**src/rtl/cnn_3d_result_streamer.sv**
```systemverilog
// Drains the 3D-convolution result buffer after each conv_done edge and streams
// scaled, rectified, saturated 8-bit features with valid/ready and map/frame markers.
module cnn_3d_result_streamer #(
  parameter int unsigned IMG_SIZE    = 6,
  parameter int unsigned FILT_SIZE   = 3,
  parameter int unsigned NUM_FILTERS = 3,
  parameter int unsigned SHIFT       = 0,
  parameter int unsigned RELU_EN     = 1
) (
  input  logic               clk,
  input  logic               reset_n,
  input  logic               conv_done,
  output logic               rd_en,
  output logic [15:0]        rd_addr,
  input  logic signed [15:0] rd_data,
  output logic signed [7:0]  out_data,
  output logic               out_valid,
  input  logic               out_ready,
  output logic [1:0]         out_filter,
  output logic               out_last_map,
  output logic               out_last,
  output logic               busy,
  output logic               frame_done
);

  localparam int unsigned RS     = IMG_SIZE - FILT_SIZE + 1;
  localparam int unsigned VOL    = RS * RS * RS;
  localparam int unsigned TOTAL  = VOL * NUM_FILTERS;
  localparam int unsigned ELEM_W = (VOL > 1) ? $clog2(VOL) : 1;

  typedef enum logic [2:0] {IDLE, FETCH, CAPTURE, SEND, DONE} state_t;

  state_t              state;
  logic                done_q;
  logic [15:0]         idx;
  logic [ELEM_W-1:0]   elem;
  logic [1:0]          filt;

  logic signed [15:0]  shifted;
  logic signed [15:0]  rectified;
  logic signed [7:0]   sat_data;
  logic                elem_last;

  always_comb begin
    shifted   = rd_data >>> SHIFT;
    rectified = shifted;
    if ((RELU_EN != 0) && (shifted < 16'sd0)) rectified = '0;
    if (rectified > 16'sd127)       sat_data = 8'sd127;
    else if (rectified < -16'sd128) sat_data = -8'sd128;
    else                            sat_data = rectified[7:0];
  end

  assign elem_last = (elem == ELEM_W'(VOL - 1));

  always_ff @(posedge clk or negedge reset_n) begin
    if (!reset_n) begin
      state        <= IDLE;
      done_q       <= 1'b0;
      idx          <= '0;
      elem         <= '0;
      filt         <= '0;
      rd_en        <= 1'b0;
      rd_addr      <= '0;
      out_data     <= '0;
      out_valid    <= 1'b0;
      out_filter   <= '0;
      out_last_map <= 1'b0;
      out_last     <= 1'b0;
      busy         <= 1'b0;
      frame_done   <= 1'b0;
    end else begin
      done_q <= conv_done;
      case (state)
        IDLE: begin
          if (conv_done && !done_q) begin
            idx     <= '0;
            elem    <= '0;
            filt    <= '0;
            rd_en   <= 1'b1;
            rd_addr <= '0;
            busy    <= 1'b1;
            state   <= FETCH;
          end
        end
        FETCH: begin
          rd_en <= 1'b0;
          state <= CAPTURE;
        end
        CAPTURE: begin
          out_data     <= sat_data;
          out_filter   <= filt;
          out_last_map <= elem_last;
          out_last     <= elem_last && (filt == 2'(NUM_FILTERS - 1));
          out_valid    <= 1'b1;
          state        <= SEND;
        end
        SEND: begin
          if (out_ready) begin
            out_valid <= 1'b0;
            if (idx == 16'(TOTAL - 1)) begin
              frame_done <= 1'b1;
              state      <= DONE;
            end else begin
              // elem/filt track idx so map position needs no divider
              idx     <= idx + 16'd1;
              rd_addr <= idx + 16'd1;
              rd_en   <= 1'b1;
              if (elem_last) begin
                elem <= '0;
                filt <= filt + 2'd1;
              end else begin
                elem <= elem + ELEM_W'(1);
              end
              state <= FETCH;
            end
          end
        end
        DONE: begin
          frame_done <= 1'b0;
          busy       <= 1'b0;
          state      <= IDLE;
        end
        default: state <= IDLE;
      endcase
    end
  end

endmodule

```
**config.mk**
```make
export PLATFORM = sky130hd
export DESIGN_NAME = cnn_3d_result_streamer
export DESIGN_NICKNAME = d
export VERILOG_FILES = /design/src/rtl/cnn_3d_result_streamer.sv
export SDC_FILE = /design/constraint.sdc
export NUM_CORES = 1
export LEC_CHECK = 0
export BUFFER_PORTS_ARGS = -buffer_cell sky130_fd_sc_hd__buf_2
export CORE_MARGIN = 2
export CORE_UTILIZATION = 40
export CTS_CLUSTER_DIAMETER = 50
export DETAILED_ROUTE_END_ITERATION = 16
export GPL_ROUTABILITY_DRIVEN = 0
export PLACE_DENSITY = 0.65
export SLEW_MARGIN = 20
export SYNTH_ARGS = -nofsm -noshare
export SYNTH_HDL_FRONTEND = slang
export SYNTH_SLANG_ARGS = --single-unit
export TNS_END_PERCENT = 100
```
**constraint.sdc**
```tcl
create_clock -name clk -period 7 [get_ports clk]
set_clock_uncertainty 0.05 [all_clocks]
set_input_delay 0.35 -clock clk [delete_from_list [all_inputs] [get_ports clk]]
set_output_delay 0.35 -clock clk [all_outputs]
set_load 0.005 [all_outputs]
```
==> results of run 1 <==
final cells by class:
type | count | area [um^2] | share of cell area, %
Timing Repair Buffer | 53 | 285 | 10.9
Inverter | 5 | 18.8 | 0.715
Multi-Input combinational cell | 168 | 975 | 37.1
Sequential cell | 44 | 1100 | 41.9
Tap cell | 70 | 87.6 | 3.33
Clock buffer | 5 | 68.8 | 2.62
Clock inverter | 3 | 90.1 | 3.43
metal layers:
metal | share of wire [%] | up-vias | routed length, um | track usage, %
met5 | 0 | - | 0 | 0
met4 | 1.1 | 0 | 49 | 6.96
met3 | 6.3 | 5 | 293 | 2.59
met2 | 43 | 57 | 1980 | 23.7
met1 | 50 | 840 | 2300 | 24.6
li1 | - | 903 | - | -
worst max path at each step:
stage | slack (ps) | endpoint | from | depth (start not counted)
2_1_floorplan | 4780 | elem[5]$_DFFE_PN0P_ | idx[12]$_DFFE_PN0P_ | 7
3_3_place_gp | 4450 | elem[3]$_DFFE_PN0P_ | idx[12]$_DFFE_PN0P_ | 5
3_5_place_dp | 4410 | elem[4]$_DFFE_PN0P_ | idx[12]$_DFFE_PN0P_ | 5
4_1_cts | 4390 | elem[4]$_DFFE_PN0P_ | idx[12]$_DFFE_PN0P_ | 5
5_1_grt | 4230 | elem[2]$_DFFE_PN0P_ | idx[6]$_DFFE_PN0P_ | 5
6_report | 4400 | elem[4]$_DFFE_PN0P_ | idx[12]$_DFFE_PN0P_ | 5
power groups by stage:
stage / sequential (uW) / combinational (uW) / clock, uW
global route: 356 / 227 / 284
floorplan: 340 / 137 / 0
CTS: 346 / 200 / 270
finish: 346 / 199 / 267
global placement: 349 / 197 / 0
detailed placement: 351 / 199 / 0
cell families (layout without fill, tap and decap cells):
| group | after synthesis | count (layout) | share of synthesized area [%] |
|---|---|---|---|
| compound gates | 47 | 47 | 15.3 |
| buf+inv | 13 | 66 | 2.70 |
| flops | 44 | 44 | 51.6 |
| simple gates | 107 | 107 | 24.0 |
| xor+xnor | 10 | 10 | 4.11 |
| mux | 1 | 1 | 0.528 |
| fa+ha+maj | 3 | 3 | 1.76 |
state kept, by name, summed over array words and instances, names as in the netlist, 2 cells and up:
signal      cells
out_filter      2
out_data        8
elem            6
idx            16
state           3
filt            2
placed cells by master, fill, tap and decap left out, types with 2 or more instances in the layout:
master and count:
sky130_fd_sc_hd__and3_1 8, sky130_fd_sc_hd__nand2_1 33, sky130_fd_sc_hd__and4_1 2, sky130_fd_sc_hd__nand2b_1 3, sky130_fd_sc_hd__a21oi_1 4, sky130_fd_sc_hd__xor2_1 10
sky130_fd_sc_hd__nor4_1 3, sky130_fd_sc_hd__or4_1 2, sky130_fd_sc_hd__buf_2 51, sky130_fd_sc_hd__a22oi_1 2, sky130_fd_sc_hd__a31oi_1 3, sky130_fd_sc_hd__o21ai_0 14
sky130_fd_sc_hd__o31ai_1 13, sky130_fd_sc_hd__and2_1 3, sky130_fd_sc_hd__or4b_1 2, sky130_fd_sc_hd__o211ai_1 2, sky130_fd_sc_hd__o21ai_1 3, sky130_fd_sc_hd__nand3_1 14
sky130_fd_sc_hd__nor2_1 29, sky130_fd_sc_hd__ha_1 3, sky130_fd_sc_hd__inv_1 5, sky130_fd_sc_hd__dfrtp_1 44, sky130_fd_sc_hd__bufinv_16 3, sky130_fd_sc_hd__clkbuf_8 5
sky130_fd_sc_hd__nor3_1 5
worst register-to-register path, cell delays in order (launching register included):
cell,delay [ps]
sky130_fd_sc_hd__dfrtp_1,420
sky130_fd_sc_hd__or4b_1,540
sky130_fd_sc_hd__or4_1,690
sky130_fd_sc_hd__o21ai_2,530
sky130_fd_sc_hd__o21ai_0,180
sky130_fd_sc_hd__o31ai_1,90
stage by stage:
step	utilization [%]	cell area (um^2)	hold WS, ps	instances	worst slack [ps]
floorplan	-	2130	4.41	225	4780
finish	51.1	2630	142	348	4400
CTS	50.5	2600	137	346	4390
global placement	47.4	2440	404	338	4450
global route	51.1	2630	149	348	4230
detailed placement	47.4	2440	411	338	4410
==> impl_results.rst, run 1 <==
.. list-table::
   :header-rows: 1

   * - Metric
     - Value
   * - Seq/Total Area, Yosys
     - 51.6%
   * - Crit path kind
     - flop to flop
   * - Pin count of the biggest net entering global routing
     - 45
   * - Final-layout fill cell count
     - between 500 and 600
   * - Port Buffers
     - 51
   * - Crit-path cells
     - or4b_1, or4_1, o21ai_2, o21ai_0, o31ai_1
   * - Count of TritonRoute iterations in the first routing pass
     - 4
   * - Number of top-level pins
     - 52
   * - Largest delay contributor family on the critical path
     - simple AND/OR/NAND/NOR gates
   * - Top cells by area, synth
     - sky130_fd_sc_hd__dfrtp_1, sky130_fd_sc_hd__nand2_1, sky130_fd_sc_hd__nor2_1
   * - Sequential cell fraction of total power
     - ~43%
   * - Combinational cell fraction of total power
     - between 20% and 30%
   * - Startpoint of the most critical register-to-register path
     - idx[12]$_DFFE_PN0P_
   * - Number of design-rule violations left by the first detailed-router iteration
     - 166
   * - Slack of the worst reg-to-reg path
     - approximately 4400 ps
   * - Post-Synthesis Net Count
     - approximately 250
   * - Clock tree from TritonCTS
     - yes
   * - Routed via count
     - between 1500 and 2000
   * - Clock tree root driver cell
     - sky130_fd_sc_hd__clkbuf_8
   * - Switch Pwr
     - between 200 and 300 uW
   * - Core ar.
     - ~0.005 mm^2
   * - Sort of element at the end of the critical path
     - flop
   * - Routed Antenna Nets
     - 0
   * - Startpoint types
     - flop
   * - Power density normalized to cell area
     - just over 300 mW/mm^2
   * - Routed length per instance
     - 13.3 um
   * - Area growth from synthesis to layout
     - 23.1%
   * - Number of endpoints with negative hold slack in the final report
     - 0
   * - Number of max-cap violations
     - 0
   * - Top cell type by total area after synthesis
     - sky130_fd_sc_hd__dfrtp_1
   * - Total design power
     - 812 uW
   * - Final Max Slew Viols
     - 0
   * - Worst slew margin relative to its limit
     - a little over half
   * - Switching share of power
     - 31.2%
   * - Wire length of the first global-routing pass
     - about 8000 um
   * - Pin slew with the least headroom to its limit
     - approximately 680 ps
   * - Number of cell instances on the worst register-to-register path
     - 5
   * - Hold-fix buffers at CTS
     - 0
   * - RSZ-0062 raised after global routing
     - no
   * - Minimum clock period
     - around 2600 ps
   * - Initial Utilization
     - approximately two fifths
   * - Async SR Flop Fraction
     - 100%
   * - Syn_area_per_cell
     - around 9.5 um^2
   * - Number of cells on the worst hold path
     - 1
   * - Critical path's slowest cell
     - sky130_fd_sc_hd__or4_1
   * - Die area
     - between 0.005 and 0.006 mm^2
   * - Worst Hold End
     - done_q$_DFF_PN0_
   * - Portion of the clock cycle consumed by the worst path in the final layout
     - between 30% and 40%
   * - Share of layout cells above drive strength 1
     - between 20 and 25%
   * - Latest clock arrival within the worst-skew pair
     - 300 ps
   * - Depth of the CTS H-tree
     - 2
   * - Buffer count from post-CTS setup fixing
     - 0
   * - Most common cell in the netlist
     - sky130_fd_sc_hd__dfrtp_1
   * - Detailed placer's ending HPWL
     - 3260 um
   * - Maximum operating frequency
     - 384 MHz
   * - Total Wirelength
     - 4620 um
   * - Count of mapped cells out of synthesis
     - 225
   * - Clock share of power
     - ~33%
   * - Via count normalized by instance count
     - 5.19
   * - Number of buffers created by CTS
     - 5
   * - Area share of the largest cell type after synthesis
     - about half
   * - Clock transition at path regs
     - roughly 80 ps
   * - Result of the run
     - finished clean
   * - Destination of the worst register-to-register timing path
     - elem[4]$_DFFE_PN0P_
   * - Data required time of the critical path
     - 7150 ps
   * - Reported leakage power
     - around 0.0013 uW
   * - Placement row count
     - 26
   * - Total inserted antenna cells
     - 0
   * - Final setup vio count
     - 0
   * - Critical path arrival
     - between 2000 and 3000 ps
   * - Slowest Stage Delay on Critical Path
     - about 690 ps
   * - GR Overflow Total
     - 0
   * - Synth warn
     - 0
   * - Most used DFF post-synth
     - sky130_fd_sc_hd__dfrtp_1
   * - Total Nets Final
     - 300
   * - Worst ir drop on vdd
     - 146 uV
   * - Number of unique standard cell types used by synthesis
     - 35
   * - DRC violations left
     - 0
   * - Number of global-route vias before repair
     - 1662
   * - Die outline width
     - slightly below 80 um
   * - Number of flip-flops and latches in the synthesized netlist
     - 44
   * - Class of the most critical hold timing path
     - input pin to flop
   * - Number of clock sinks
     - 44
   * - Hold path start
     - conv_done
   * - Number of antenna violations at the first check in global routing
     - 0
   * - Max Fanout on Critical Path
     - 14
   * - Post-synth design cell area
     - around 0.0021 mm^2
   * - Setup TNS
     - 0 ps
   * - Combined buffer and inverter count along the critical path
     - 0
   * - Cell-internal power
     - approximately 560 uW
   * - Number of cells upsized or downsized after cts
     - 0
   * - Total GRT Usage
     - between 10% and 20%
   * - Number of synthesized flops with an enable pin
     - 0
   * - Buffer depth of the longest clock path
     - 2
   * - Die span in y
     - between 70 and 80 um
   * - Commonest cells in the synthesized netlist
     - sky130_fd_sc_hd__dfrtp_1, sky130_fd_sc_hd__nand2_1, sky130_fd_sc_hd__nor2_1, sky130_fd_sc_hd__nand3_1, sky130_fd_sc_hd__o21ai_0
Note: power is estimated with default switching activity, not from simulation.
==> run 2: changes to the inputs <==
Settings changed: ABC_AREA set to 1, PLACE_DENSITY 0.65 to 0.63.
Clock period 7 ns to 2.65 ns, I/O delays scaled along.
==> run 2 against run 1 <==
Effect of this change:
- non-clock buffer count unchanged
- flip-flop and latch count unchanged
- cell count up 40%
- design area up 13%
- fmax up 34%
- via count up 32%
- largest cell class is now multi-input gates
- clock power up 94%
- core utilization down 3.5 points
- setup slack worse by 3700 ps
==> impl_results.rst, run 2 <==
.. list-table::
   :header-rows: 1

   * - Metric
     - Value
   * - Routed met1 length
     - 2850 um (+24%)
   * - Latest clock arrival within the worst-skew pair
     - 300 ps (about the same)
   * - Via count normalized by instance count
     - 4.90 (-5.5%)
   * - Total inserted antenna cells
     - 0 (unchanged)
   * - Number of cell instances on the worst register-to-register path
     - 9 (+4)
   * - Commonest cells after routing, fill and taps aside
     - sky130_fd_sc_hd__nand2_1, sky130_fd_sc_hd__buf_2, sky130_fd_sc_hd__nor2_1, sky130_fd_sc_hd__dfrtp_1, sky130_fd_sc_hd__inv_1
   * - Max Used Layer
     - met4
   * - Total GRT Usage
     - 17.5% (+1.1 points)
   * - Async SR Flop Fraction
     - 100% (unchanged)
   * - Pin slew with the least headroom to its limit
     - 561 ps (-119 ps)
   * - DRC violations left
     - 0 (unchanged)
   * - Syn_area_per_cell
     - 7.12 um^2 (-25%)
   * - Number of synthesized flops with an enable pin
     - 0 (unchanged)
   * - Largest registers
     - idx x16, out_data x8, elem x6
   * - Class of the most critical hold timing path
     - input pin to flop
   * - RSZ-0062 raised after global routing
     - no
   * - GR Overflow Total
     - 0 (unchanged)
   * - Area share of the largest cell type after synthesis
     - 43.4% (-8.2 points)
   * - Worst slew margin relative to its limit
     - 62.6% (+8.1 points)
   * - Result of the run
     - finished clean
   * - Routed length per instance
     - 12.0 um (-9.3%)
   * - Routed via count
     - 2382 (+32%)
   * - Detailed placer's ending HPWL
     - 4090 um (+26%)
   * - Core ar.
     - 0.00624 mm^2 (+21%)
   * - Power density normalized to cell area
     - 786 mW/mm^2 (+150%)
   * - Number of top-level pins
     - 52 (unchanged)
   * - Most frequent standard cell in the layout excluding fill and tap cells
     - sky130_fd_sc_hd__nand2_1
   * - Wire length of the first global-routing pass
     - 10100 um (+27%)
   * - Total Nets Final
     - 431 (+44%)
   * - Number of endpoints with negative hold slack in the final report
     - 0 (unchanged)
   * - Total Wirelength
     - 5850 um (+27%)
   * - Portion of the clock cycle consumed by the worst path in the final layout
     - 73.5% (+36 points)
   * - Startpoint types
     - flop
   * - Critical path arrival
     - 2150 ps (-600 ps)
   * - Seq/Total Area, Yosys
     - 43.4% (-8.2 points)
   * - Final-layout fill cell count
     - 676 (+34%)
   * - Die outline width
     - 83.6 um (+8.6%)
   * - Pin count of the biggest net entering global routing
     - 45 (unchanged)
   * - Top cell type by total area after synthesis
     - sky130_fd_sc_hd__dfrtp_1
   * - Most common cell in the netlist
     - sky130_fd_sc_hd__nand2_1
   * - Clock tree from TritonCTS
     - yes
   * - Sort of element at the end of the critical path
     - flop
   * - Post-Synthesis Net Count
     - 379 (+53%)
   * - Met3 Routed Length
     - 319 um (+8.9%)
   * - Routed Antenna Nets
     - 0 (unchanged)
   * - Top cells by area, synth
     - sky130_fd_sc_hd__dfrtp_1, sky130_fd_sc_hd__nand2_1, sky130_fd_sc_hd__nor2_1
   * - Data required time of the critical path
     - 2850 ps (-4300 ps)
   * - Commonest cells in the synthesized netlist
     - sky130_fd_sc_hd__nand2_1, sky130_fd_sc_hd__nor2_1, sky130_fd_sc_hd__dfrtp_1, sky130_fd_sc_hd__inv_1, sky130_fd_sc_hd__nand3_1
   * - Clock tree root driver cell
     - sky130_fd_sc_hd__clkbuf_8
   * - Number of global-route vias before repair
     - 2165 (+30%)
   * - Number of unique standard cell types used by synthesis
     - 34 (-2.9%)
   * - Area growth from synthesis to layout
     - 17.1%
   * - Post-synth design cell area
     - 0.00254 mm^2 (+19%)
   * - Number of design-rule violations left by the first detailed-router iteration
     - 195 (+17%)
   * - Final Max Slew Viols
     - 0 (unchanged)
   * - Number of cells upsized or downsized after cts
     - 0 (unchanged)
   * - Number of clock sinks
     - 44 (unchanged)
   * - Max Fanout on Critical Path
     - 23 (+9)
   * - Buffer depth of the longest clock path
     - 2 (unchanged)
   * - Worst Hold End
     - out_data[6]$_DFFE_PN0P_
   * - Share of layout cells above drive strength 1
     - 18.6% (-4.4 points)
   * - Slack of the worst reg-to-reg path
     - 700 ps (-3690 ps)
   * - Number of max-cap violations
     - 0 (unchanged)
   * - Depth of the CTS H-tree
     - 2 (unchanged)
   * - Synth warn
     - 0 (unchanged)
   * - Clock transition at path regs
     - 90 ps (about the same)
   * - Crit path kind
     - flop to flop
   * - Number of antenna violations at the first check in global routing
     - 0 (unchanged)
   * - Die span in y
     - 83.6 um (+8.6%)
   * - Minimum clock period
     - 1950 ps (-656 ps)
   * - Worst ir drop on vdd
     - 395 uV (+170%)
   * - Detailed-routed wire length on met2
     - 2620 um (+32%)
   * - Reg with most FFs
     - idx
   * - Final standard cell utilization of the core
     - 47.6% (-3.5 points)
   * - Placement row count
     - 29 (+12%)
   * - Hold-fix buffers at CTS
     - 2 (+2)
   * - Die area
     - 0.00699 mm^2 (+18%)
   * - Hold path start
     - rd_data[6]
   * - Most used DFF post-synth
     - sky130_fd_sc_hd__dfrtp_1
   * - Count of TritonRoute iterations in the first routing pass
     - 4 (unchanged)
   * - Destination of the worst register-to-register timing path
     - elem[5]$_DFFE_PN0P_
   * - Initial Utilization
     - 40.6% (-0.87 points)
   * - Area of all sequential standard cells
     - 0.00110 mm^2 (unchanged)
   * - Number of cells on the worst hold path
     - 5 (+4)
   * - Reported leakage power
     - 0.00160 uW (+24%)
   * - Number of flip-flops and latches in the synthesized netlist
     - 44 (unchanged)
   * - Final setup vio count
     - 0 (unchanged)
   * - Startpoint of the most critical register-to-register path
     - idx[0]$_DFFE_PN0P_
   * - Total area of multi-input combinational cells
     - 0.00125 mm^2 (+28%)
   * - Number of buffers created by CTS
     - 5 (unchanged)
   * - Maximum operating frequency
     - 513 MHz (+34%)
   * - Count of mapped cells out of synthesis
     - 356 (+58%)
   * - Flip-flop count of the largest register, all copies and words added
     - 16 (unchanged)
   * - Setup TNS
     - 0 ps (unchanged)
   * - Port Buffers
     - 51 (unchanged)
   * - Buffer count from post-CTS setup fixing
     - 0 (unchanged)
==> run 2: changes by cell type in the layout (fill, tap and decap cells not counted), sizes merged, moves of 13 or more <==
cell   previous run  this run
inv               5        34
nand3            14        30
nor2             29        48
nand2            33       146
o31ai            13         0
==> run 2: per-stage QoR <==
stage | hold slack (ps) | cells | power [uW] | worst slack [ps] | area [um^2]
4_1_cts | 58.0 | 486 | 2360 | 691 | 2970
6_report | 61.4 | 486 | 2330 | 701 | 2970
5_1_grt | 69.7 | 486 | 2520 | 452 | 2970
3_3_place_gp | 207 | 476 | 1820 | 721 | 2840
3_5_place_dp | 214 | 476 | 1840 | 704 | 2840
2_1_floorplan | -213 | 356 | 1590 | 1060 | 2540
==> run 2: final cells by class <==
type,count,area share (%)
inverters,35,4.55
repair buffers,53,9.36
multi-input cells,269,42.1
clock buffers,6,2.44
well taps,77,3.24
flip-flops and latches,44,37.1
clock inverters,2,1.18
==> run 2: per-layer routing <==
layer	up-vias	GRT usage (%)
met4	0	4.84
met1	1086	24.1
met2	65	27.9
met5	-	0
met3	6	3.86
li1	1225	-
==> run 2: where the power goes <==
group          internal [uW]  switching [uW]
clock network            280             238
logic                    269             631
registers                805             111
==> run 2: critical path, cell delays in order, from the launching register on <==
cell and delay, ps:
sky130_fd_sc_hd__dfrtp_1 460, sky130_fd_sc_hd__ha_1 280, sky130_fd_sc_hd__nand3_2 150, sky130_fd_sc_hd__nor2_1 140, sky130_fd_sc_hd__nand2_1 70, sky130_fd_sc_hd__nand2_2 90, sky130_fd_sc_hd__nand2_2 200, sky130_fd_sc_hd__nand2_4 300
sky130_fd_sc_hd__nand2_1 100, sky130_fd_sc_hd__nand2_1 70
==> run 2: how the worst max path moves through the flow <==
| stage | startpoint | end | cells after the start |
|---|---|---|---|
| final | idx[0]$_DFFE_PN0P_ | elem[5]$_DFFE_PN0P_ | 9 |
| after global placement | idx[0]$_DFFE_PN0P_ | elem[5]$_DFFE_PN0P_ | 9 |
| after CTS | idx[0]$_DFFE_PN0P_ | idx[15]$_DFFE_PN0P_ | 9 |
| after detailed placement | idx[0]$_DFFE_PN0P_ | idx[15]$_DFFE_PN0P_ | 9 |
| after global routing | idx[0]$_DFFE_PN0P_ | elem[5]$_DFFE_PN0P_ | 9 |
| after floorplan | idx[0]$_DFFE_PN0P_ | idx[5]$_DFFE_PN0P_ | 9 |
==> run 2: logic make-up (layout without fill, tap and decap cells) <==
kind of cell / after synthesis / in the layout / synth area share, %
AO/OA/AOI/OAI: 13 / 13 / 3.40
XOR/XNOR: 6 / 6 / 2.07
adder cells (fa/ha/maj): 3 / 3 / 1.48
buffers and inverters: 43 / 96 / 7.25
flip-flops: 44 / 44 / 43.4
AND/OR/NAND/NOR: 247 / 247 / 42.4
